==> src/rtl/arb_req_stager_if.sv <==
// arb_req_stager_if: client pulses, arbiter grants/requests and status of the request stager
interface arb_req_stager_if;
    logic [2:0] req_pulse;
    logic [2:0] done;
    logic       g1, g2, g3;
    logic       r1, r2, r3;
    logic [1:0] owner;
    logic [2:0] pending;
    logic       hold_timeout;
    logic       grant_err;
    modport master (
        output req_pulse, done, g1, g2, g3,
        input  r1, r2, r3, owner, pending, hold_timeout, grant_err
    );
    modport slave (
        input  req_pulse, done, g1, g2, g3,
        output r1, r2, r3, owner, pending, hold_timeout, grant_err
    );
endinterface

==> src/rtl/arb_req_stager.sv <==
// arb_req_stager: latches client request pulses, drives arbiter requests and locks tenure until done.
// Optional STARVE_GUARD_EN adds per-client wait counters that force a starved client through ARB.
module arb_req_stager #(
    parameter int MAX_HOLD     = 16,
    parameter int HOLD_W       = 5,
    parameter int STARVE_LIMIT = 32
) (
    input logic              clk,
    input logic              rst_n,
    arb_req_stager_if.slave  bus
);
    localparam logic [1:0] S_IDLE = 2'd0;
    localparam logic [1:0] S_ARB  = 2'd1;
    localparam logic [1:0] S_HOLD = 2'd2;
    localparam logic [1:0] S_REL  = 2'd3;

    if (MAX_HOLD < 2 || MAX_HOLD > 2 ** HOLD_W - 1 || STARVE_LIMIT < 1) begin : g_bad_cfg
        $error("arb_req_stager: invalid MAX_HOLD/HOLD_W/STARVE_LIMIT");
    end

    logic [1:0]        r_state, r_owner;
    logic [2:0]        r_pending;
    logic [HOLD_W-1:0] r_hold_cnt;
    logic              r_hold_timeout, r_grant_err;
    logic [2:0]        w_g, w_own_oh, w_clr, w_arb_r, w_r;
    logic              w_done, w_tmo, w_g_ok;

    assign w_g      = {bus.g3, bus.g2, bus.g1};
    assign w_own_oh = (r_owner == 2'd1) ? 3'b001 : (r_owner == 2'd2) ? 3'b010 :
                      (r_owner == 2'd3) ? 3'b100 : 3'b000;
    assign w_done   = |(bus.done & w_own_oh);
    assign w_tmo    = !w_done && r_hold_cnt == HOLD_W'(MAX_HOLD - 1);
    assign w_clr    = (r_state == S_HOLD && (w_done || w_tmo)) ? w_own_oh : 3'b000;
    assign w_g_ok   = (w_g == 3'b001 || w_g == 3'b010 || w_g == 3'b100) && (w_g & r_pending) == w_g;
    // requests come from registers only, so there is no grant->request loop
    assign w_r      = (r_state == S_ARB) ? w_arb_r : (r_state == S_HOLD) ? w_own_oh : 3'b000;

`ifdef STARVE_GUARD_EN
    localparam int WAIT_W = $clog2(STARVE_LIMIT + 1);
    logic [2:0] w_starve;
    for (genvar i = 0; i < 3; i++) begin : g_wait
        logic [WAIT_W-1:0] r_wait;
        always_ff @(posedge clk) begin
            if (!rst_n || !r_pending[i] || r_owner == 2'(i + 1))
                r_wait <= '0;
            else if (r_wait != WAIT_W'(STARVE_LIMIT))
                r_wait <= r_wait + 1'b1;
        end
        assign w_starve[i] = r_wait >= WAIT_W'(STARVE_LIMIT);
    end
    assign w_arb_r = |w_starve ? (w_starve & (~w_starve + 3'd1)) : r_pending;
`else
    assign w_arb_r = r_pending;
`endif

    always_ff @(posedge clk) begin
        if (!rst_n) begin
            r_state        <= S_IDLE;
            r_owner        <= 2'd0;
            r_pending      <= 3'b000;
            r_hold_cnt     <= '0;
            r_hold_timeout <= 1'b0;
            r_grant_err    <= 1'b0;
        end else begin
            r_pending <= (r_pending & ~w_clr) | bus.req_pulse;
            case (r_state)
                S_IDLE: if (|r_pending) r_state <= S_ARB;
                S_ARB: begin
                    if (r_pending == 3'b000) begin
                        r_state <= S_IDLE;
                    end else if (w_g_ok) begin
                        r_owner    <= w_g[0] ? 2'd1 : w_g[1] ? 2'd2 : 2'd3;
                        r_hold_cnt <= '0;
                        r_state    <= S_HOLD;
                    end else if (|w_g) begin
                        r_grant_err <= 1'b1;
                    end
                end
                S_HOLD: begin
                    r_hold_cnt <= r_hold_cnt + 1'b1;
                    if (w_done) r_state <= S_REL;
                    if (w_tmo) begin
                        r_hold_timeout <= 1'b1;
                        r_state        <= S_REL;
                    end
                end
                default: begin
                    r_owner <= 2'd0;
                    r_state <= |r_pending ? S_ARB : S_IDLE;
                end
            endcase
        end
    end

    assign {bus.r3, bus.r2, bus.r1} = w_r;
    assign bus.owner        = r_owner;
    assign bus.pending      = r_pending;
    assign bus.hold_timeout = r_hold_timeout;
    assign bus.grant_err    = r_grant_err;
endmodule

==> src/flat_wrapper.sv <==
// flat-port wrapper written by rule: the top's interface ports become plain ports
module arb_req_stager_flat 
#(
    parameter int MAX_HOLD     = 16,
    parameter int HOLD_W       = 5,
    parameter int STARVE_LIMIT = 32
)
  (clk, rst_n, bus_req_pulse, bus_done, bus_g1, bus_g2, bus_g3, bus_r1, bus_r2, bus_r3, bus_owner, bus_pending, bus_hold_timeout, bus_grant_err);
  arb_req_stager_if bus_i ();
  input logic clk;
  input logic rst_n;
  input wire logic [$bits(bus_i.req_pulse)-1:0] bus_req_pulse;
  input wire logic [$bits(bus_i.done)-1:0] bus_done;
  input wire logic [$bits(bus_i.g1)-1:0] bus_g1;
  input wire logic [$bits(bus_i.g2)-1:0] bus_g2;
  input wire logic [$bits(bus_i.g3)-1:0] bus_g3;
  output wire logic [$bits(bus_i.r1)-1:0] bus_r1;
  output wire logic [$bits(bus_i.r2)-1:0] bus_r2;
  output wire logic [$bits(bus_i.r3)-1:0] bus_r3;
  output wire logic [$bits(bus_i.owner)-1:0] bus_owner;
  output wire logic [$bits(bus_i.pending)-1:0] bus_pending;
  output wire logic [$bits(bus_i.hold_timeout)-1:0] bus_hold_timeout;
  output wire logic [$bits(bus_i.grant_err)-1:0] bus_grant_err;
  assign bus_i.req_pulse = bus_req_pulse;
  assign bus_i.done = bus_done;
  assign bus_i.g1 = bus_g1;
  assign bus_i.g2 = bus_g2;
  assign bus_i.g3 = bus_g3;
  assign bus_r1 = bus_i.r1;
  assign bus_r2 = bus_i.r2;
  assign bus_r3 = bus_i.r3;
  assign bus_owner = bus_i.owner;
  assign bus_pending = bus_i.pending;
  assign bus_hold_timeout = bus_i.hold_timeout;
  assign bus_grant_err = bus_i.grant_err;
  arb_req_stager #(.MAX_HOLD(MAX_HOLD), .HOLD_W(HOLD_W), .STARVE_LIMIT(STARVE_LIMIT)) u_core (.clk(clk), .rst_n(rst_n), .bus(bus_i));
endmodule
==> config.mk <==
export PLATFORM = sky130hd
export DESIGN_NAME = arb_req_stager_flat
export DESIGN_NICKNAME = d
export VERILOG_FILES = /design/src/rtl/arb_req_stager_if.sv /design/src/rtl/arb_req_stager.sv /design/src/flat_wrapper.sv
export SDC_FILE = /design/constraint.sdc
export NUM_CORES = 1
export LEC_CHECK = 0
export ABC_CLOCK_PERIOD_IN_PS = 1400
export BUFFER_PORTS_ARGS = -buffer_cell sky130_fd_sc_hd__buf_4
export CORE_MARGIN = 10
export CORE_UTILIZATION = 37
export CTS_CLUSTER_DIAMETER = 80
export DETAILED_ROUTE_END_ITERATION = 7
export SETUP_SLACK_MARGIN = 0.3
export SLEW_MARGIN = 15
export SYNTH_ARGS = -nofsm -noshare
export SYNTH_HDL_FRONTEND = slang
export SYNTH_SLANG_ARGS = --single-unit
==> constraint.sdc <==
create_clock -name clk -period 1.4 [get_ports clk]
set_input_delay 0.07 -clock clk [delete_from_list [all_inputs] [get_ports clk]]
set_output_delay 0.07 -clock clk [all_outputs]
set_load 0.05 [all_outputs]
==> out/metrics.cfg <==
[synth]
synth_simple_gate_area_share_pct=29.6
yosysUniqueCellTypes=37
synth_compound_area_share_pct=22.1
synth-seq-cells=14
synth-warning-count=0
ys_seq_area_share_pct=36.4
synth_top_family_by_area=simple AND/OR/NAND/NOR gates
synthMuxAreaShare_pct=2.60
synth.area.top_cells=dfxtp_1 (36%), and4bb_4 (6.3%), nor2b_1 (4.1%), nand2_1 (3.9%), o21a_1 (3.9%)
synth_top_cell_area_share_pct=36.4
synthAdderAreaFrac_pct=3.25
synthCells=83
syn_area_um2=769
synth_xor_xnor_area_share_pct=2.28
avgSynthCellArea_um2=9.27
yosysTopAreaCell=dfxtp_1
syn-num-nets=96

[cells_and_area]
final_util_pct=62.6
post_route_cells_drive_above_1_share_pct=57.3
diodes=0
stdcell_count=144
areaGrowthSynthToFinish_pct=59.5
nFillCells=178
final_nets=131
final_area_um2=1230

[sta]
rsz0062_at_grt=true
slew_headroom_pct=82.5
tightest_slew_ns=0.261
fin_crit_sh_pct=94.7
period_needed_ns=1.33
tns_ns=0
hold_viol=0
skew_ns=0.00828
fmax_mhz=754
setup_viol=0
finalMaxSlewViolations=0

[outcome]
outcome=complete, no violations

[floorplan]
io_pins=21
dieArea_um2=4300
rows=16
die-height_um=65.6
start_util_pct=39.2
core_area_um2=1960
die_w_um=65.6

[detailed_routing]
drc=0
routed_wl_um=2050
viasPerCell=5.19
routedWlPerCell_um=14.2
first_iter_violations=18
first_pass_iters=3
postRouteAntennaNets=0
routed-via-count=748

[cts]
htreeDepth=1
clk_pin_slew_ns=0.09
clock-sinks=14
clock_latency_ns=0.28
cts_buffer_depth=2
clock-root-buffer=clkbuf_4
cts_tree=built
cts_buffers=3

[global_route]
grt_max_degree=11
antenna_found_initial=0
grt_pass1_wl_um=3190
grt-ovfl-total=0
grt.total_usage_pct=9.24
first_global_vias=713

[setup_path]
r2r-start=u_core.r_hold_cnt[1]
crit_required_ns=1.33
critPathArrivalTime_ns=1.26
cp-startpoint=u_core.r_state[1]
critical_path.max_fanout=5
end_kind=primary output
start_kind=flop
critPathKind=flop to primary output

[placement]
hpwl_um=1460
gp_congestion=0.730
placed_cells=127
place_area_um2=1010
io_buffers=20

[pwr]
p_leak_nw=0.482
power_density_nw_per_um2=736
vdd_drop_max_uv=572

[worst_hold_path]
holdCritStartpoint=bus_req_pulse[2]
hold_class=input pin to flop

[run]
max_cap_viol_count=0

-- what timing repair did --
item / 4_1_cts / 5_1_grt
gates resized for setup: 12 / 8
endpoints found under the hold margin: 2 / 0
hold buffers: 2 / 0
buffers inserted: 10 / 1
pin swaps: 14 / 2
endpoints found under the setup margin: 17 / 17
-- registers in the layout, indices dropped and copies added (netlist names) --
signal and flops:
u_core.bus.grant_err 1, u_core.r_state 2, u_core.r_hold_cnt 5, u_core.bus.pending 3, u_core.bus.hold_timeout 1, u_core.bus.owner 2
-- power by group --
| part | switching (mW) | total [mW] | internal (mW) |
|---|---|---|---|
| sequential | 0.0229 | 0.431 | 0.408 |
| clock | 0.125 | 0.236 | 0.110 |
| combinational | 0.127 | 0.237 | 0.111 |
| total | 0.275 | 0.904 | 0.629 |
-- cell usage after synthesis, drive strengths merged --
library cell and instances:
clkbuf 2, a21boi 2, o41ai 1, nor2 7, o21a 4, xor2 1, o31a 1, a21oi 3
nand3b 1, nor2b 6, and4bb 3, o22ai 1, xnor2 1, inv 2, a21o 1, ha 2
o21ai 4, a211oi 1, nand4 1, nand2b 2, o2111ai 1, dfxtp 14, and3b 1, nor3 5
mux2i 2, a211o 1, a31oi 1, and3 1, nand2 8, a32o 1, buf 2
-- stage by stage --
step,power (mW),hold WS (ns),worst slack [ns]
2_1_floorplan,0.574,0.193,0.0880
3_3_place_gp,0.636,0.283,0.0617
3_5_place_dp,0.637,0.283,0.0449
4_1_cts,0.909,0.0287,0.0615
5_1_grt,0.955,0.0270,0.00627
6_report,0.904,0.0351,0.0739
-- metal layers --
metal,GRT usage [%],part of all wire (%),vias up
li1,-,-,371
met1,10.5,44,357
met2,14.8,47,18
met3,3.39,7.6,2
met4,4.81,0.98,0
met5,0,0,-
-- cells in the final DEF (no fill, tap or decap), types with 2 or more instances in the layout --
cell type | netlist | routed
a21boi_1 | 2 | 2
a21oi_1 | 3 | 3
and4bb_4 | 3 | 3
buf_4 | 0 | 24
buf_6 | 0 | 6
clkbuf_4 | 1 | 3
dfxtp_1 | 14 | 5
dfxtp_2 | 0 | 2
dfxtp_4 | 0 | 7
dlygate4sd3_1 | 0 | 2
ha_4 | 0 | 2
inv_1 | 2 | 2
mux2i_1 | 2 | 2
nand2_1 | 8 | 7
nor2_1 | 7 | 6
nor2b_1 | 5 | 4
nor2b_4 | 0 | 2
nor3_2 | 1 | 3
o21a_1 | 4 | 4
o21ai_2 | 0 | 2
-- final cells by class --
type                    instances  area [um^2]  share of cell area (%)
clock buffers                   4         26.3                    2.14
well taps                      27         33.8                    2.75
flip-flops and latches         14          309                    25.2
multi-input cells              63          548                    44.6
repair buffers                 34          303                    24.7
inverters                       2         7.51                   0.612
-- cells by family after synthesis --
group                    after synthesis
AO/OA/AOI/OAI                         22
buffers and inverters                  6
XOR/XNOR                               2
flip-flops                            14
adder cells (fa/ha/maj)                2
AND/OR/NAND/NOR                       35
multiplexers                           2
-- critical path, cell delays in order (launching register included) --
cell and delay [ns]:
dfxtp_4 0.37, nor2b_4 0.20, nand2_1 0.10, o21ai_2 0.13, buf_6 0.17
-- path summary, 6_finish.rpt --
kind | endpoint | slack (ns) | cells after the start
setup reg to reg | u_core.bus.pending[1] | 0.08 | 6
hold reg to reg | u_core.bus.grant_err | 0.51 | 2
setup / recovery | bus_r2 | 0.07 | 4
hold / removal | u_core.bus.pending[2] | 0.04 | 3
Note: power is estimated with default switching activity, not from simulation.
